## config.mk

```make
export PLATFORM = sky130hd
export DESIGN_NAME = mips_cpu_muldiv_flat
export DESIGN_NICKNAME = d
export VERILOG_FILES = /design/src/rtl/mips_cpu_muldiv_if.sv /design/src/rtl/mips_cpu_muldiv.sv /design/src/flat_wrapper.sv
export SDC_FILE = /design/constraint.sdc
export NUM_CORES = 1
export LEC_CHECK = 0
export ABC_AREA = 1
export BUFFER_PORTS_ARGS = -buffer_cell sky130_fd_sc_hd__buf_2
export CAP_MARGIN = 30
export CORE_AREA = 2 2 293 295
export DETAILED_ROUTE_END_ITERATION = 10
export DIE_AREA = 0 0 295 297
export GPL_ROUTABILITY_DRIVEN = 0
export PLACE_DENSITY_LB_ADDON = 0.1
export SYNTH_ARGS = -nofsm -noshare
export SYNTH_HDL_FRONTEND = slang
export SYNTH_SLANG_ARGS = --single-unit
```

## constraint.sdc

```tcl
create_clock -name clk -period 6.06 [get_ports clk]
set_input_delay 0 -clock clk [delete_from_list [all_inputs] [get_ports clk]]
set_output_delay 0 -clock clk [all_outputs]
set_load 0.02 [all_outputs]
```

## src/rtl/mips_cpu_muldiv_if.sv

```systemverilog
// Request/result bundle between the control unit and the multiply/divide unit.
interface mips_cpu_muldiv_if #(
    parameter int unsigned WIDTH = 32
);
    logic             start;
    logic [4:0]       op;
    logic [WIDTH-1:0] a;
    logic [WIDTH-1:0] b;
    logic             mthi;
    logic             mtlo;
    logic             busy;
    logic             done;
    logic [WIDTH-1:0] hi;
    logic [WIDTH-1:0] lo;

    modport master (
        output start, op, a, b, mthi, mtlo,
        input  busy, done, hi, lo
    );

    modport slave (
        input  start, op, a, b, mthi, mtlo,
        output busy, done, hi, lo
    );
endinterface

```

## src/rtl/mips_cpu_muldiv.sv

```systemverilog
// Iterative multiply/divide unit holding the architectural HI/LO registers.
// MULT/MULTU use radix-2 shift-add, DIV/DIVU use restoring shift-subtract on
// operand magnitudes; a final FIX cycle applies signs and writes HI/LO.
module mips_cpu_muldiv #(
    parameter int unsigned WIDTH = 32
) (
    input logic              clk,
    input logic              reset,
    mips_cpu_muldiv_if.slave bus
);
    localparam int unsigned CntW = (WIDTH > 1) ? $clog2(WIDTH) : 1;

    localparam logic [4:0] OpDiv   = 5'd9;
    localparam logic [4:0] OpDivu  = 5'd10;
    localparam logic [4:0] OpMult  = 5'd11;
    localparam logic [4:0] OpMultu = 5'd12;

    typedef enum logic [1:0] {StIdle, StMul, StDiv, StFix} state_e;

    state_e             state_q, state_d;
    logic [CntW-1:0]    cnt_q, cnt_d;
    // MUL: {partial product high half, remaining multiplier bits}
    // DIV: {partial remainder, dividend bits / quotient bits}
    logic [2*WIDTH-1:0] acc_q, acc_d;
    logic [WIDTH-1:0]   mcand_q, mcand_d;   // multiplicand or divisor magnitude
    logic [WIDTH-1:0]   a_q, a_d;           // original dividend for divide-by-zero
    logic               is_div_q, is_div_d;
    logic               res_neg_q, res_neg_d;
    logic               rem_neg_q, rem_neg_d;
    logic               bzero_q, bzero_d;
    logic               done_q, done_d;
    logic [WIDTH-1:0]   hi_q, hi_d, lo_q, lo_d;

    logic               op_valid, op_signed, op_is_div, accept;
    logic               a_neg, b_neg;
    logic [WIDTH-1:0]   mag_a, mag_b;
    logic               last_iter;
    logic [WIDTH:0]     mul_sum;
    logic [WIDTH:0]     rem_sh, div_diff;
    logic [2*WIDTH-1:0] mul_next, div_next, prod_fix;
    logic [WIDTH-1:0]   quo_fix, rem_fix;

    assign op_valid  = (bus.op == OpDiv) || (bus.op == OpDivu) ||
                       (bus.op == OpMult) || (bus.op == OpMultu);
    assign op_signed = (bus.op == OpDiv) || (bus.op == OpMult);
    assign op_is_div = (bus.op == OpDiv) || (bus.op == OpDivu);
    assign accept    = (state_q == StIdle) && bus.start && op_valid;

    // Two's-complement negation of -2^(WIDTH-1) gives 2^(WIDTH-1), which is the
    // correct magnitude when read as unsigned, so WIDTH bits suffice here.
    assign a_neg = op_signed && bus.a[WIDTH-1];
    assign b_neg = op_signed && bus.b[WIDTH-1];
    assign mag_a = a_neg ? -bus.a : bus.a;
    assign mag_b = b_neg ? -bus.b : bus.b;

    assign last_iter = (cnt_q == CntW'(WIDTH - 1));

    assign mul_sum  = {1'b0, acc_q[2*WIDTH-1:WIDTH]} +
                      (acc_q[0] ? {1'b0, mcand_q} : {(WIDTH+1){1'b0}});
    assign mul_next = {mul_sum, acc_q[WIDTH-1:1]};

    // Remainder stays below the divisor, so a set MSB of the difference means
    // the trial subtraction underflowed and the shifted remainder is kept.
    assign rem_sh   = {acc_q[2*WIDTH-1:WIDTH], acc_q[WIDTH-1]};
    assign div_diff = rem_sh - {1'b0, mcand_q};
    assign div_next = div_diff[WIDTH] ? {rem_sh[WIDTH-1:0], acc_q[WIDTH-2:0], 1'b0}
                                      : {div_diff[WIDTH-1:0], acc_q[WIDTH-2:0], 1'b1};

    assign prod_fix = res_neg_q ? -acc_q : acc_q;
    assign quo_fix  = res_neg_q ? -acc_q[WIDTH-1:0] : acc_q[WIDTH-1:0];
    assign rem_fix  = rem_neg_q ? -acc_q[2*WIDTH-1:WIDTH] : acc_q[2*WIDTH-1:WIDTH];

    // Next-state: accept/MTHI/MTLO in idle, iterate, then sign-fix and write HI/LO.
    always_comb begin
        state_d   = state_q;
        cnt_d     = cnt_q;
        acc_d     = acc_q;
        mcand_d   = mcand_q;
        a_d       = a_q;
        is_div_d  = is_div_q;
        res_neg_d = res_neg_q;
        rem_neg_d = rem_neg_q;
        bzero_d   = bzero_q;
        hi_d      = hi_q;
        lo_d      = lo_q;
        done_d    = 1'b0;

        unique case (state_q)
            StIdle: begin
                if (accept) begin
                    state_d   = op_is_div ? StDiv : StMul;
                    cnt_d     = '0;
                    acc_d     = {{WIDTH{1'b0}}, op_is_div ? mag_a : mag_b};
                    mcand_d   = op_is_div ? mag_b : mag_a;
                    a_d       = bus.a;
                    is_div_d  = op_is_div;
                    res_neg_d = a_neg ^ b_neg;
                    rem_neg_d = a_neg;
                    bzero_d   = (bus.b == '0);
                end else begin
                    if (bus.mthi) hi_d = bus.a;
                    if (bus.mtlo) lo_d = bus.a;
                end
            end
            StMul: begin
                acc_d = mul_next;
                cnt_d = cnt_q + CntW'(1);
                if (last_iter) state_d = StFix;
            end
            StDiv: begin
                acc_d = div_next;
                cnt_d = cnt_q + CntW'(1);
                if (last_iter) state_d = StFix;
            end
            StFix: begin
                state_d = StIdle;
                done_d  = 1'b1;
                if (!is_div_q) begin
                    hi_d = prod_fix[2*WIDTH-1:WIDTH];
                    lo_d = prod_fix[WIDTH-1:0];
                end else if (bzero_q) begin
                    hi_d = a_q;
                    lo_d = '1;
                end else begin
                    hi_d = rem_fix;
                    lo_d = quo_fix;
                end
            end
            default: state_d = StIdle;
        endcase
    end

    // State and result registers; reset discards any operation in flight.
    always_ff @(posedge clk or posedge reset) begin
        if (reset) begin
            state_q   <= StIdle;
            cnt_q     <= '0;
            acc_q     <= '0;
            mcand_q   <= '0;
            a_q       <= '0;
            is_div_q  <= 1'b0;
            res_neg_q <= 1'b0;
            rem_neg_q <= 1'b0;
            bzero_q   <= 1'b0;
            done_q    <= 1'b0;
            hi_q      <= '0;
            lo_q      <= '0;
        end else begin
            state_q   <= state_d;
            cnt_q     <= cnt_d;
            acc_q     <= acc_d;
            mcand_q   <= mcand_d;
            a_q       <= a_d;
            is_div_q  <= is_div_d;
            res_neg_q <= res_neg_d;
            rem_neg_q <= rem_neg_d;
            bzero_q   <= bzero_d;
            done_q    <= done_d;
            hi_q      <= hi_d;
            lo_q      <= lo_d;
        end
    end

    assign bus.busy = (state_q != StIdle);
    assign bus.done = done_q;
    assign bus.hi   = hi_q;
    assign bus.lo   = lo_q;
endmodule

```

## src/flat_wrapper.sv

```systemverilog
// flat-port wrapper written by rule: the top's interface ports become plain ports
module mips_cpu_muldiv_flat 
#(
    parameter int unsigned WIDTH = 32
)
  (clk, reset, bus_start, bus_op, bus_a, bus_b, bus_mthi, bus_mtlo, bus_busy, bus_done, bus_hi, bus_lo);
  mips_cpu_muldiv_if #(.WIDTH(WIDTH)) bus_i ();
  input logic clk;
  input logic reset;
  input wire logic [$bits(bus_i.start)-1:0] bus_start;
  input wire logic [$bits(bus_i.op)-1:0] bus_op;
  input wire logic [$bits(bus_i.a)-1:0] bus_a;
  input wire logic [$bits(bus_i.b)-1:0] bus_b;
  input wire logic [$bits(bus_i.mthi)-1:0] bus_mthi;
  input wire logic [$bits(bus_i.mtlo)-1:0] bus_mtlo;
  output wire logic [$bits(bus_i.busy)-1:0] bus_busy;
  output wire logic [$bits(bus_i.done)-1:0] bus_done;
  output wire logic [$bits(bus_i.hi)-1:0] bus_hi;
  output wire logic [$bits(bus_i.lo)-1:0] bus_lo;
  assign bus_i.start = bus_start;
  assign bus_i.op = bus_op;
  assign bus_i.a = bus_a;
  assign bus_i.b = bus_b;
  assign bus_i.mthi = bus_mthi;
  assign bus_i.mtlo = bus_mtlo;
  assign bus_busy = bus_i.busy;
  assign bus_done = bus_i.done;
  assign bus_hi = bus_i.hi;
  assign bus_lo = bus_i.lo;
  mips_cpu_muldiv #(.WIDTH(WIDTH)) u_core (.clk(clk), .reset(reset), .bus(bus_i));
endmodule
```

==> summary.txt <==
Yosys
  • Synthesized-area fraction occupied by adder cells: 4.80%
  • Yosys top cell area share: 25.4%
  • Number of synthesized flops with an enable pin: 0
  • Syn Nets: ~3600
  • Syn avg cell area: 5.83 sq um
  • Compound-gate portion of the synthesized area: about 15%
  • Async set or reset register ratio after synthesis: 100%
  • Register area share after synthesis: 25.4%
  • Synth warn: 0
  • #FFs+latches synth: 204
  • Leading area contributor after synthesis: dfrtp_1
  • Main area contributors after synthesis: dfrtp_1, nand2_1, nor2_1
  • Synth Area in XOR/XNOR: under 10%
  • Largest family of logic cells by synthesized area: simple AND/OR/NAND/NOR gates
  • Synth Cell Area: 20100 sq um
  • Most used DFF post-synth: dfrtp_1
  • Mux share of post-synthesis cell area: 0%
  • Synth Area in Simple Gates: about two fifths
  • Synth unique cells: 51
  • Post-Synthesis Cells: 3447

Routing
  • Drt wl/cell: 22.6 microns
  • Routed WL: between 100 and 150 mm
  • Via density: between 4 and 5
  • DR DRC count: 0
  • Post-route ant nets: 0
  • Drt first-iter violations: 1974
  • Via count: 23300
  • First drt pass iteration count: 6

Critical path
  • R2r startpoint: u_core.state_q[0]
  • WS Path Type: flip-flop to flip-flop
  • Worst Setup Start Kind: flip-flop
  • Reg2Reg Depth: 9
  • Crit. End Element: flip-flop
  • CP max FO: 31
  • R2R Setup Slk: between 2 and 2.5 ns
  • FF-to-FF End: u_core.mcand_q[29]
  • WP data arrival: 4.53 ns
  • WP data required: around 6.6 ns
  • CP startpoint: u_core.state_q[0]
  • Crit path to: u_core.mcand_q[29]

Placed design
  • Detail Placement HPWL: about 88 mm
  • Port Buffers: 139

Layout
  • Commonest non-fill, non-tap cell in the layout: nand2_1
  • Number of diodes: 0
  • Area of the multi-input gates: ~13000 sq um
  • Layout cells sized above 1: 7.49%
  • Filler cell count: just under 10000
  • Register area: slightly above 5000 sq um
  • Commonest non-fill, non-tap cells in the layout: nand2_1, nor2_1, inv_1
  • Layout area overhead: 17.8%
  • Final #Nets: between 3000 and 4000

STA
  • Tmin final: between 4 and 5 ns
  • Setup TNS: 0 ns
  • Worst slew pin tran: just over 1 ns
  • Fin crit share: between 60% and 70%
  • Final Hold Fails: 0
  • WHS: 0.0295 ns
  • RSZ-0062 raised after global routing: false
  • Clock skew: approximately 0.023 ns
  • Max-slew violations: 0
  • Setup Viol. Count Final: 0
  • Worst slew margin: 31.7%
  • Fmax: between 0.2 and 0.25 GHz

Clock network
  • TritonCTS clock tree: done
  • CTS Root Cell: clkbuf_16
  • CTS Buf Count: 29
  • Clock Latency Late Sink: approximately 0.6 ns
  • CTS Buffer Depth: 3
  • # clock sinks: just over 200
  • Setup bufs post-CTS: 0
  • Htree depth: 1
  • Post-CTS resize count: 0
  • Cts hold-fix bufs: 77
  • Register clock-pin slew on the reported worst setup and hold paths: around 0.060 ns

Power
  • PD cells: roughly 710 nW/um^2
  • Net Sw Power: slightly above 10 mW
  • Internal power: around 6.6 mW
  • Worst ir drop on vdd: approximately 0.36 mV
  • Leakage Power: 12.4 nW
  • Clock power frac: between 10% and 20%
  • Switching Share: approximately three fifths
  • Combinational share of power: 71.9%
  • Flop pwr share: 17.2%

Floorplanning
  • Starting Density: between 20% and 30%
  • Num ports: 140
  • Core Rows: between 100 and 150
  • Die ar.: about 88000 sq um
  • Die Ht: between 200 and 300 microns
  • Core Area: 84500 sq um
  • Die width: approximately 300 microns

GRT
  • First-pass GRT wire length: about 160 mm
  • Initial antenna violation count: 0
  • Largest net degree at the start of global routing: roughly 140
  • GRT Total Usage: between 20 and 25%
  • Vias in the first global route: 22600
  • GRT Residual Overflow: 0

Flow run
  • Maxcap violations: 0

Outcome
  • Status: completed

Hold path
  • Worst hold path class: input pin to flip-flop
  • Hold Path Stages: 3
[kinds of logic (layout without fill, tap and decap cells)]
group                    Yosys count  after routing
flip-flops                       204            204
XOR/XNOR                          54             54
adder cells (fa/ha/maj)           76             76
AND/OR/NAND/NOR                 2038           2038
buffers and inverters            548            718
AO/OA/AOI/OAI                    527            527
[per-stage QoR]
| step | instances | total power [mW] | utilization, % | setup WS [ns] | cell area (sq um) |
|---|---|---|---|---|---|
| global placement | 4628 | 14.7 | 25.9 | 2.57 | 21900 |
| global route | 4761 | 18.2 | 28.0 | 1.80 | 23700 |
| detailed placement | 4630 | 14.8 | 26.0 | 2.52 | 21900 |
| floorplan | 3447 | 10.4 | - | 0.493 | 20100 |
| finish | 4761 | 16.8 | 28.0 | 2.04 | 23700 |
| CTS | 4761 | 16.8 | 28.0 | 2.09 | 23700 |
[flip-flops by register name (all words and copies together) (netlist names), 2 cells and up]
signal / flops
u_core.bus.lo: 32
u_core.mcand_q: 32
u_core.state_q: 2
u_core.acc_q: 64
u_core.cnt_q: 5
u_core.bus.hi: 32
u_core.a_q: 32
[cells in the mapped netlist (all sizes together) (22+ instances only)]
cell / instances
a21oi: 186
buf: 54
clkbuf: 70
dfrtp: 204
ha: 74
inv: 422
nand2: 1171
nand3: 312
nand3b: 22
nand4: 33
nor2: 447
nor3: 34
o211ai: 38
o21ai: 205
o22ai: 33
xor2: 42
[cell type report]
class                           count  share of cell area [%]
Clock buffer                       43                    3.50
Clock inverter                     11                   0.687
Inverter                          424                    6.75
Multi-Input combinational cell   2695                    54.3
Sequential cell                   204                    21.6
Tap cell                         1144                    6.04
Timing Repair Buffer              240                    7.14
[power groups by stage]
stage	logic [mW]	registers (mW)	clock network, mW
after floorplan	7.74	2.63	0
after global placement	11.8	2.89	0
after detailed placement	11.9	2.88	0
after CTS	12.0	2.86	1.86
after global routing	13.4	2.91	1.91
final	12.1	2.88	1.83
[worst max-delay path: stages, from the launching register on]
cell and delay [ns]:
dfrtp_1 0.40, inv_1 0.12, ha_1 0.24, nand3_2 0.36, inv_2 0.65, nand2_1 0.61, inv_1 0.74, nand2_1 0.13
o211ai_1 0.12, dlygate4sd3_1 0.56
[worst min path at each step]
stage | startpoint | slack [ns] | endpoint
after detailed placement | reset | 0.13 | u_core.bus.hi[29]
after global routing | bus_a[28] | 0.03 | u_core.a_q[28]
final | bus_a[28] | 0.03 | u_core.a_q[28]
after floorplan | bus_b[31] | 0.11 | u_core.bzero_q
after CTS | bus_b[22] | 0.02 | u_core.mcand_q[22]
after global placement | reset | 0.13 | u_core.bus.hi[29]
[metal layers]
metal | part of all wire (%) | global-route usage, %
met1 | 45 | 32.2
met2 | 48 | 41.6
met3 | 4.5 | 1.94
met4 | 2.4 | 5.72
met5 | 0 | 0
Power figures use the tool's default switching activity.
